`src/rtl/hazard_pkg.sv`:
```
// Shared definitions for the pipeline hazard unit: MD latency defaults,
// tracker state encoding and the register-dependence helper.
package hazard_pkg;

  localparam int MULT_LAT_DEF = 4;
  localparam int DIV_LAT_DEF  = 32;
  localparam int CNT_W_DEF    = 6;

  typedef enum logic {
    MD_IDLE = 1'b0,
    MD_BUSY = 1'b1
  } md_state_e;

  // $0 is never a real producer, so it never creates a dependence.
  function automatic logic reg_dep(input logic [4:0] wr,
                                   input logic [4:0] rs,
                                   input logic [4:0] rt);
    return (wr != 5'd0) && ((wr == rs) || (wr == rt));
  endfunction

endpackage

```
`src/rtl/md_busy_counter.sv`:
```
// Tracks the multi-cycle multiply/divide unit: busy for LAT cycles after an
// issue, with a done pulse on the last busy cycle.
module md_busy_counter
  import hazard_pkg::*;
#(
  parameter int MULT_LAT = MULT_LAT_DEF,
  parameter int DIV_LAT  = DIV_LAT_DEF,
  parameter int CNT_W    = CNT_W_DEF
) (
  input  logic clk,
  input  logic rst,
  input  logic start_i,
  input  logic op_div_i,
  output logic busy_o,
  output logic done_o
);

  localparam logic [CNT_W-1:0] MULT_CNT = CNT_W'(MULT_LAT - 1);
  localparam logic [CNT_W-1:0] DIV_CNT  = CNT_W'(DIV_LAT - 1);

  md_state_e        state_q, state_d;
  logic [CNT_W-1:0] count_q, count_d;

  always_ff @(posedge clk) begin
    if (rst) begin
      state_q <= MD_IDLE;
      count_q <= '0;
    end else begin
      state_q <= state_d;
      count_q <= count_d;
    end
  end

  // A start while busy is dropped; correct stalling keeps it from happening.
  always_comb begin
    state_d = state_q;
    count_d = count_q;
    case (state_q)
      MD_IDLE: begin
        if (start_i) begin
          state_d = MD_BUSY;
          count_d = op_div_i ? DIV_CNT : MULT_CNT;
        end
      end
      MD_BUSY: begin
        if (count_q == '0) begin
          state_d = MD_IDLE;
        end else begin
          count_d = count_q - 1'b1;
        end
      end
      default: begin
        state_d = MD_IDLE;
        count_d = '0;
      end
    endcase
  end

  always_comb begin
    busy_o = (state_q == MD_BUSY);
    done_o = (state_q == MD_BUSY) && (count_q == '0);
  end

endmodule

```
`src/rtl/hazard_control_unit.sv`:
```
// Stall/flush/decode-forward generator for the 5-stage pipeline; covers the
// hazards execute-stage forwarding cannot resolve, including MD latency.
module hazard_control_unit
  import hazard_pkg::*;
#(
  parameter int MULT_LAT = MULT_LAT_DEF,
  parameter int DIV_LAT  = DIV_LAT_DEF,
  parameter int CNT_W    = CNT_W_DEF
) (
  input  logic       clk,
  input  logic       rst,
  input  logic [4:0] rsD,
  input  logic [4:0] rtD,
  input  logic [4:0] writeRegisterE,
  input  logic [4:0] writeRegisterM,
  input  logic       regWriteE,
  input  logic       regWriteM,
  input  logic       memToRegE,
  input  logic       memToRegM,
  input  logic       branchD,
  input  logic       pcSrcD,
  input  logic       hiLoReadD,
  input  logic       mdStartD,
  input  logic       mdStartE,
  input  logic       mdOpE,
  output logic       stallF,
  output logic       stallD,
  output logic       flushD,
  output logic       flushE,
  output logic       forwardAD,
  output logic       forwardBD,
  output logic       mdBusy,
  output logic       mdDone
);

  logic lw_stall;
  logic branch_stall;
  logic md_stall;
  logic stall;

  md_busy_counter #(
    .MULT_LAT (MULT_LAT),
    .DIV_LAT  (DIV_LAT),
    .CNT_W    (CNT_W)
  ) u_md_busy_counter (
    .clk      (clk),
    .rst      (rst),
    .start_i  (mdStartE),
    .op_div_i (mdOpE),
    .busy_o   (mdBusy),
    .done_o   (mdDone)
  );

  // Decode-stage compares need operands a cycle earlier than the ALU does, so
  // any E-stage producer or M-stage load blocks the branch.
  always_comb begin
    lw_stall     = memToRegE & regWriteE & reg_dep(writeRegisterE, rsD, rtD);
    branch_stall = branchD &
                   ((regWriteE & reg_dep(writeRegisterE, rsD, rtD)) |
                    (memToRegM & reg_dep(writeRegisterM, rsD, rtD)));
    md_stall     = (mdBusy | mdStartE) & (hiLoReadD | mdStartD);
    stall        = lw_stall | branch_stall | md_stall;
  end

  assign stallF = stall;
  assign stallD = stall;
  assign flushE = stall;
  // A stalled branch re-evaluates next cycle; flushing now would kill its slot.
  assign flushD = pcSrcD & ~stall;

  assign forwardAD = regWriteM & ~memToRegM & (writeRegisterM != 5'd0) &
                     (writeRegisterM == rsD);
  assign forwardBD = regWriteM & ~memToRegM & (writeRegisterM != 5'd0) &
                     (writeRegisterM == rtD);

endmodule

```
`config.mk`:
```
export PLATFORM = sky130hd
export DESIGN_NAME = hazard_control_unit
export DESIGN_NICKNAME = d
export VERILOG_FILES = /design/src/rtl/hazard_pkg.sv /design/src/rtl/md_busy_counter.sv /design/src/rtl/hazard_control_unit.sv
export SDC_FILE = /design/constraint.sdc
export NUM_CORES = 1
export LEC_CHECK = 0
export CAP_MARGIN = 40
export CORE_MARGIN = 8
export CORE_UTILIZATION = 41
export CTS_CLUSTER_SIZE = 20
export DETAILED_ROUTE_END_ITERATION = 10
export GPL_ROUTABILITY_DRIVEN = 0
export GPL_TIMING_DRIVEN = 0
export HOLD_SLACK_MARGIN = 0.03
export PLACE_DENSITY = 0.84
export REMOVE_ABC_BUFFERS = 1
export SLEW_MARGIN = 10
export SYNTH_ARGS = -nofsm -noshare
export SYNTH_HDL_FRONTEND = slang
export SYNTH_HIERARCHICAL = 1
export SYNTH_SLANG_ARGS = --single-unit
```
`constraint.sdc`:
```
create_clock -name clk -period 7.2 [get_ports clk]
set_input_delay 2.16 -clock clk [delete_from_list [all_inputs] [get_ports clk]]
set_output_delay 2.16 -clock clk [all_outputs]
set_load 0.01 [all_outputs]
```
### Word-level counts from Yosys, hierarchy flattened

Cells that the tools add are included.

| word-level totals | value |
|---|---|
| word-level logic and storage cells | 44 |
| input port bits | 32 |
| register bits after elaboration | 7 |
| output and inout port bits | 8 |

| operators by class | value |
|---|---|
| add/subtract/negate cells | 1 |
| bitwise gates (word level) | 19 |
| equality and inequality tests | 6 |
| multiplexer cells | 7 |
| reductions and logical operators | 9 |

Operators by type and width:

| operator | count |
|---|---|
| == test 5 bit | 4 |
| 2-to-1 mux 6 bit | 2 |
| one-hot mux 6 bit (2 select lines) | 1 |
| AND 1 bit | 11 |
| nonzero test 5 bit | 2 |
| zero test 6 bit | 1 |
| subtractor 6 x 1 -> 6 bit (second input constant) | 1 |
| 2-to-1 mux 5 bit | 1 |
| OR 1 bit | 5 |
| != test 2 bit (second input constant) | 2 |
| logical AND 1 bit | 3 |
| inverter 1 bit | 3 |
| logical OR 1 bit | 2 |
| 2-to-1 mux 1 bit | 2 |
| one-hot mux 1 bit (2 select lines) | 1 |
| AND reduction 2 bit | 1 |

### Depth between registers and ports, before layout

Gate-level depths: netlist of the first run.

| logic depth | value |
|---|---|
| depth after elaboration | 10 |
| depth in mapped cells | 6 |
| gate-level depth less buffers | 5 |

### Modules after synthesis

The synthesis of the first run kept the hierarchy.

By module, submodules not included:

| module | sequential area each (um^2) | cells an instance | area each (um^2) | times used |
|---|---|---|---|---|
| md_busy_counter | 140.1 | 46 | 422.9 | 1 |
| hazard_control_unit | 0.0 | 44 | 316.6 | 1 |

### Least setup slack after synthesis of the first run

Ideal clock, no wire load.

| timing path | value |
|---|---|
| path kind | input -> output |
| start point | input port writeRegisterE[3] |
| end point | output port stallD |
| path slack | 1557 ps |
| data arrival time | 3483 ps |
| stages | 5 |
| required time | 5040 ps |
| path buffers | 1 |
| path through | or4_1 o221ai_1 a21oi_1 or3b_1 buf_4 |

| on the way | value |
|---|---|
| cells in the longest elaborated chain, start to end | 8 |
| elaborated cells between the ends (all ways) | 11 |
| those cells by class | 2 x eq/ne; 6 x bitwise; 3 x reduce/logical |

Ends and longest elaborated chain:

| element | line | RTL |
|---|---|---|
| start, declared | hazard_control_unit.sv:14 | `input logic [4:0] writeRegisterE,` |
| == test 5 bit | hazard_pkg.sv:18 | `return (wr != 5'd0) && ((wr == rs) \|\| (wr == rt));` |
| logical OR 1 bit | hazard_pkg.sv:18 |  |
| logical AND 1 bit * | hazard_pkg.sv:18 |  |
| AND 1 bit | hazard_control_unit.sv:59 | `((regWriteE & reg_dep(writeRegisterE, rsD, rtD)) \|` |
| OR 1 bit | hazard_control_unit.sv:59 |  |
| AND 1 bit | hazard_control_unit.sv:58 | `branch_stall = branchD &` |
| OR 1 bit * (2 in series) | hazard_control_unit.sv:62 | `stall = lw_stall \| branch_stall \| md_stall;` |
| end, declared | hazard_control_unit.sv:27 | `output logic stallD,` |

Every way passes the cells marked *; elsewhere a longest branch is shown, timed or not.

### Worst setup path after layout of the first run

| timing path | value |
|---|---|
| start point | input port writeRegisterE[4] |
| end point | output port stallD |

Same word-level chain as after synthesis.

==> flow_summary.json, run 1 <==
{
  "track_usage": 0.143,
  "h-tree-depth": 1,
  "clk_pin_slew_ns": 0.05,
  "cp_cell_sequence": "clkdlybuf4s50_1 -> or4_1 -> o221ai_1 -> a21oi_1 -> or3b_1 -> clkdlybuf4s50_1",
  "drt_wl_total_microns": 2360,
  "cts_sinks": 7,
  "layout-drive-gt1-share": 0.0698,
  "clockRootBuffer": "clkbuf_4",
  "ir_worst_vdd_uv": 94.3,
  "outcome": "finished clean",
  "vias": 790,
  "grt_max_degree": 15,
  "antenna_found_initial": 0,
  "finalCoreUtilization": 0.682,
  "p_sw_w": 0.0000555,
  "cpMaxStageDelayCell": "or4_1",
  "syn_area_sq_um": 739,
  "grt_pass1_vias": 791,
  "critPathArrivalTime_ns": 4.36,
  "ys_types": 38,
  "start_util": 0.433,
  "slew_headroom": 0.720,
  "drtAntennaViolNets": 0,
  "synth_compound_area_frac": 0.205,
  "pwr-share-comb": 0.454,
  "slew_violations": 0,
  "max_cap_violations": 0,
  "dp_slack_ns": 0.671,
  "synth_warnings": 6,
  "p_seq_frac": 0.313,
  "clk-insertion-delay-late_ns": 0.26,
  "synth_top_area_cell": "dfxtp_1",
  "setup_ws_ns": 0.678,
  "wire_per_inst_microns": 15.3,
  "finalSetupViolCount": 0,
  "synthTopCellsByArea": "dfxtp_1, xor2_1, xnor2_1, a221oi_2, nor2_1",
  "dieArea_sq_um": 3420,
  "synth-adder-area-share": 0.0338,
  "intPower_w": 0.000105,
  "clk_path_buf_depth": 2,
  "critPathMostFrequentCell": "clkdlybuf4s50_1",
  "vias_per_cell": 5.13,
  "power_w": 0.000161,
  "worstMarginPinSlew_ns": 0.420,
  "cts_setup_buffers": 0,
  "numPortBuffers": 39,
  "fin_crit_sh": 0.906,
  "core_area_sq_um": 1710,
  "synthXorXnorAreaFrac": 0.249,
  "synth.mux.area_fraction": 0.0152,
  "ys_ff_latch": 7,
  "hpwl_microns": 2010,
  "powerDensity_nw_per_um2": 138,
  "nets": 164,
  "areaGrowthSynthToFinish_pct": 57.5,
  "p_sw_frac": 0.345,
  "die_w_microns": 58.5,
  "cts-resized-gates": 0,
  "leakage_nw": 0.419,
  "tns_ns": 0,
  "ctsHoldBuffers": 0,
  "max_stage_delay_ns": 0.55,
  "grt_setup_unrepaired": "false",
  "floorplan.io_pins": 40,
  "path_class": "in -> out",
  "grt-ovfl-total": 0,
  "skew_ns": 0.00602,
  "drc": 0,
  "crit_required_ns": 5.04,
  "fp-row-count": 15,
  "synth_top_family_by_area": "simple AND/OR/NAND/NOR gates",
  "diodes": 0,
  "cts_tree": "done",
  "pwr-share-clk": 0.233,
  "drt_first_iter_violations": 9,
  "grt_pass1_wl_microns": 3840,
  "drtPass1Iterations": 4,
  "numCtsBuffers": 3,
  "min_period_ns": 6.52,
  "synth_cells": 90,
  "worstHoldPathType": "reg -> reg",
  "cp-start-kind": "input port",
  "worst_setup_path_end_kind": "output port",
  "path_max_fanout": 3,
  "synth_top_area_frac": 0.190,
  "synth_seq_area_share": 0.190,
  "yosys.area_share.simple": 0.255,
  "fmax_mhz": 153,
  "die_y_microns": 58.5,
  "syn_avg_cell_area_sq_um": 8.22,
  "hold_violations": 0
}
layer usage:
| layer | global-route usage | part of all wire |
|---|---|---|
| met1 | 0.167 | 0.42 |
| met2 | 0.241 | 0.52 |
| met3 | 0.0413 | 0.050 |
| met4 | 0.0490 | 0 |
| met5 | 0 | 0 |
per-stage QoR:
| stage | hold slack [ns] | instance area [sq um] | instances |
|---|---|---|---|
| 2_1_floorplan | 0.450 | 716 | 86 |
| 3_3_place_gp | 0.469 | 1140 | 150 |
| 3_5_place_dp | 0.474 | 1140 | 150 |
| 4_1_cts | 0.483 | 1160 | 154 |
| 5_1_grt | 0.496 | 1160 | 154 |
| 6_report | 0.481 | 1160 | 154 |
power by group through the flow:
| stage | combinational (W) | sequential [W] | clock [W] |
|---|---|---|---|
| after global routing | 0.0000804 | 0.0000508 | 0.0000415 |
| after detailed placement | 0.0000726 | 0.0000507 | 0 |
| after CTS | 0.0000730 | 0.0000499 | 0.0000393 |
| after global placement | 0.0000703 | 0.0000504 | 0 |
| after floorplan | 0.0000371 | 0.0000494 | 0 |
| final | 0.0000731 | 0.0000504 | 0.0000375 |
worst max-delay path: cells and delay by family:
kind	cells	cell delay, ns
simple gates	2	0.94
compound gates	2	0.28
buf+inv	2	0.98
worst paths after layout:
check	startpoint	to	slack (ns)	depth (start not counted)
min reg2reg	u_md_busy_counter/count_q[4]$_SDFFE_PP0P_	u_md_busy_counter/count_q[4]$_SDFFE_PP0P_	0.48	2
max	writeRegisterE[4]	stallD	0.68	6
max reg2reg	u_md_busy_counter/busy_o$_SDFF_PP0_	u_md_busy_counter/count_q[1]$_SDFFE_PP0P_	5.35	3
min	u_md_busy_counter/count_q[4]$_SDFFE_PP0P_	u_md_busy_counter/count_q[4]$_SDFFE_PP0P_	0.48	2
logic make-up (layout without fill, tap and decap cells):
kind of cell    after synthesis  in the layout
mux                           1              1
fa+ha+maj                     2              2
simple gates                 33             33
xor+xnor                     21             21
flops                         7              7
compound gates               18             18
buf+inv                       8             47
layout make-up:
class | instances | area (sq um)
Fill cell | 146 | 543
Clock inverter | 1 | 5.00
Inverter | 4 | 15.0
Tap cell | 25 | 31.3
Timing Repair Buffer | 39 | 390
Multi-Input combinational cell | 75 | 561
Sequential cell | 7 | 140
Clock buffer | 3 | 22.5
layout by cell type, fill, tap and decap left out, types with 3 or more instances in the layout:
| cell type | n |
|---|---|
| xnor2_1 | 9 |
| a21oi_1 | 3 |
| dfxtp_1 | 7 |
| nand2b_1 | 3 |
| xor2_1 | 12 |
| nor3_1 | 5 |
| clkdlybuf4s50_1 | 39 |
| nor2_1 | 8 |
| inv_1 | 4 |
| clkbuf_4 | 3 |
| nand3_1 | 5 |
synthesized netlist by cell type:
master and n:
nand3b_1 2, nor3_1 5, inv_1 4, nor3b_1 1, o21ai_1 1, xor2_1 12, buf_4 2, o311ai_0 1
nand2_1 2, a21oi_1 3, a221oi_2 2, clkbuf_1 1, xnor2_1 9, nor2_1 8, nor4_1 1, nor2b_1 1
dfxtp_1 7, and4bb_2 1, buf_2 1, o31a_1 1, nand4b_1 1, or3b_1 1, a211oi_1 1, or4_1 1
o21a_1 1, mux2_2 1, ha_1 2, o211a_1 1, or4b_1 1, nand2b_1 3, o21ai_0 1, a211o_1 1
o22a_1 1, o22ai_1 1, a221oi_1 1, o22ai_2 1, o221ai_1 1, nand3_1 5
sequential cells by signal, summed over array words and instances, names as in the netlist:
register and flops:
u_md_busy_counter/count_q 6, u_md_busy_counter/busy_o 1
No activity file was read; power rests on OpenSTA's default activity.
==> run 2, diff against run 1 <==
--- a/config.mk
+++ b/config.mk
@@ -7,13 +7,14 @@
 export LEC_CHECK = 0
 export CAP_MARGIN = 40
 export CORE_MARGIN = 8
-export CORE_UTILIZATION = 41
+export CORE_UTILIZATION = 43
+export CTS_BUF_LIST = sky130_fd_sc_hd__clkbuf_8
 export CTS_CLUSTER_SIZE = 20
 export DETAILED_ROUTE_END_ITERATION = 10
 export GPL_ROUTABILITY_DRIVEN = 0
 export GPL_TIMING_DRIVEN = 0
 export HOLD_SLACK_MARGIN = 0.03
-export PLACE_DENSITY = 0.84
+export PLACE_DENSITY = 0.87
 export REMOVE_ABC_BUFFERS = 1
 export SLEW_MARGIN = 10
 export SYNTH_ARGS = -nofsm -noshare
==> run 2 against run 1 <==
  * Worst hold slack improved by 0.012 ns
  * Clock-buffer cell count unchanged
  * Global-route usage decreased by 0.57 points
  * Critical path depth did not move
  * First-iteration DRC count grew to 3.4 times the previous value
  * Die area is 3.4% lower
  * Core utilization up 2.1 points
  * Sequential power is essentially flat
  * Power rose by 12%
  * Sequential share of layout area shrank 0.090 points
  * Design area is 0.75% higher
  * Sequential cell count stayed put
  * Critical endpoint unchanged
  * Highest routed layer unchanged
==> flow_summary.json, run 2 (same netlist as run 1, synthesis figures left out) <==
{
  "worstMarginPinSlew_ns": 0.434,
  "reg2reg_slack_ns": 5.33,
  "pwr-share-comb": 0.406,
  "final_common_cell": "clkdlybuf4s50_1",
  "diodes": 0,
  "largest_register_ffs": 6,
  "cts-resized-gates": 0,
  "leakage_nw": 0.426,
  "p_sw_frac": 0.319,
  "core_area_sq_um": 1670,
  "max_cap_violations": 0,
  "r2r-start": "u_md_busy_counter/busy_o$_SDFF_PP0_",
  "r2r-end": "u_md_busy_counter/count_q[1]$_SDFFE_PP0P_",
  "p_seq_frac": 0.280,
  "path_max_fanout": 3,
  "start_util": 0.443,
  "nets": 164,
  "top_register": "u_md_busy_counter/count_q",
  "drt_wl_total_microns": 2350,
  "final_area_sq_um": 1170,
  "track_usage": 0.137,
  "crit_required_ns": 5.04,
  "critPathArrivalTime_ns": 4.37,
  "cpMaxStageDelayCell": "or4_1",
  "min_period_ns": 6.53,
  "cp-endpoint": "stallD",
  "worst_setup_path_end_kind": "output port",
  "drc": 0,
  "clk-insertion-delay-late_ns": 0.23,
  "slew_headroom": 0.710,
  "powerDensity_nw_per_um2": 154,
  "p_sw_w": 0.0000577,
  "pwr-share-clk": 0.314,
  "worstHoldPathType": "reg -> reg",
  "final_cell_mix": "clkdlybuf4s50_1, xor2_1, xnor2_1, nor2_1, dfxtp_1",
  "outcome": "finished clean",
  "grt_pass1_wl_microns": 3640,
  "layout-drive-gt1-share": 0.0698,
  "cts_tree": "done",
  "die_w_microns": 57.5,
  "hold_violations": 0,
  "antenna_found_initial": 0,
  "fin_crit_sh": 0.907,
  "floorplan.io_pins": 40,
  "slew_violations": 0,
  "finalCoreUtilization": 0.703,
  "cts_sinks": 7,
  "max_stage_delay_ns": 0.55,
  "dieArea_sq_um": 3300,
  "cp-start-kind": "input port",
  "vias": 798,
  "ir_worst_vdd_uv": 141,
  "skew_ns": 0.000736,
  "grt_pass1_vias": 782,
  "numCtsBuffers": 3,
  "grt_setup_unrepaired": "false",
  "drt_first_iter_violations": 31,
  "finalSetupViolCount": 0,
  "ctsHoldBuffers": 0,
  "wire_per_inst_microns": 16.1,
  "drtPass1Iterations": 4,
  "reg2regPathDepth": 3,
  "clk_pin_slew_ns": 0.04,
  "h-tree-depth": 1,
  "areaGrowthSynthToFinish_pct": 58.7,
  "grt_max_degree": 15,
  "tns_ns": 0,
  "hpwl_microns": 1970,
  "cp_cell_sequence": "clkdlybuf4s50_1 -> or4_1 -> o221ai_1 -> a21oi_1 -> or3b_1 -> clkdlybuf4s50_1",
  "vias_per_cell": 5.47,
  "worstSetupStartpoint": "writeRegisterE[3]",
  "intPower_w": 0.000123,
  "holdCritStartpoint": "u_md_busy_counter/count_q[4]$_SDFFE_PP0P_",
  "fmax_mhz": 153,
  "path_class": "in -> out",
  "detailed_place.area_sq_um": 1130,
  "drtAntennaViolNets": 0,
  "cts_setup_buffers": 0,
  "clk_path_buf_depth": 2,
  "grt-ovfl-total": 0,
  "die_y_microns": 57.5,
  "clockRootBuffer": "clkbuf_8",
  "numPortBuffers": 39,
  "fp-row-count": 15,
  "critPathMostFrequentCell": "clkdlybuf4s50_1"
}
run 2: changes by cell type in the layout (fill, tap and decap cells not counted):
cell | before | now
clkbuf_4 | 3 | 0
clkbuf_8 | 0 | 3
run 2: area by class of cell:
cell class	count	area (sq um)
clock inverter	1	5.00
timing repair buffer	39	390
clock buffer	3	41.3
tap	17	21.3
inverter	4	15.0
fill	120	497
multi-input combinational	75	561
sequential	7	140
run 2: worst max-delay path, delay by kind of cell:
family          cells  cell delay [ns]
compound gates      2             0.29
simple gates        2             0.93
buf+inv             2             0.98
run 2: how the worst min path moves through the flow:
| stage | end | slack [ns] | depth (start not counted) |
|---|---|---|---|
| floorplan | u_md_busy_counter/count_q[4]$_SDFFE_PP0P_ | 0.45 | 2 |
| global placement | u_md_busy_counter/count_q[4]$_SDFFE_PP0P_ | 0.47 | 2 |
| detailed placement | u_md_busy_counter/count_q[4]$_SDFFE_PP0P_ | 0.48 | 2 |
| CTS | u_md_busy_counter/count_q[4]$_SDFFE_PP0P_ | 0.49 | 2 |
| global route | u_md_busy_counter/count_q[4]$_SDFFE_PP0P_ | 0.51 | 2 |
| finish | u_md_busy_counter/count_q[4]$_SDFFE_PP0P_ | 0.49 | 2 |
run 2: power by group through the flow:
stage                     Sequential (W)  Combinational (W)  Clock (W)
after floorplan                0.0000494          0.0000371          0
after global placement         0.0000504          0.0000702          0
after detailed placement       0.0000509          0.0000724          0
after CTS                      0.0000502          0.0000729  0.0000572
after global routing           0.0000513          0.0000788  0.0000592
final                          0.0000505          0.0000734  0.0000567
run 2: stage by stage:
step	power, W	hold WS [ns]	worst slack [ns]	std cells
after floorplan	0.0000865	0.450	1.66	86
after global placement	0.000121	0.469	0.696	142
after detailed placement	0.000123	0.483	0.672	142
after CTS	0.000180	0.492	0.674	146
after global routing	0.000189	0.514	0.612	146
final	0.000181	0.492	0.671	146
run 2: routing by layer:
layer  part of all wire  vias to the layer above  track usage
li1                   -                      405            -
met5                  0                        -            0
met3              0.063                        0       0.0448
met2               0.52                       24        0.256
met4                  0                        0       0.0393
met1               0.42                      369        0.141
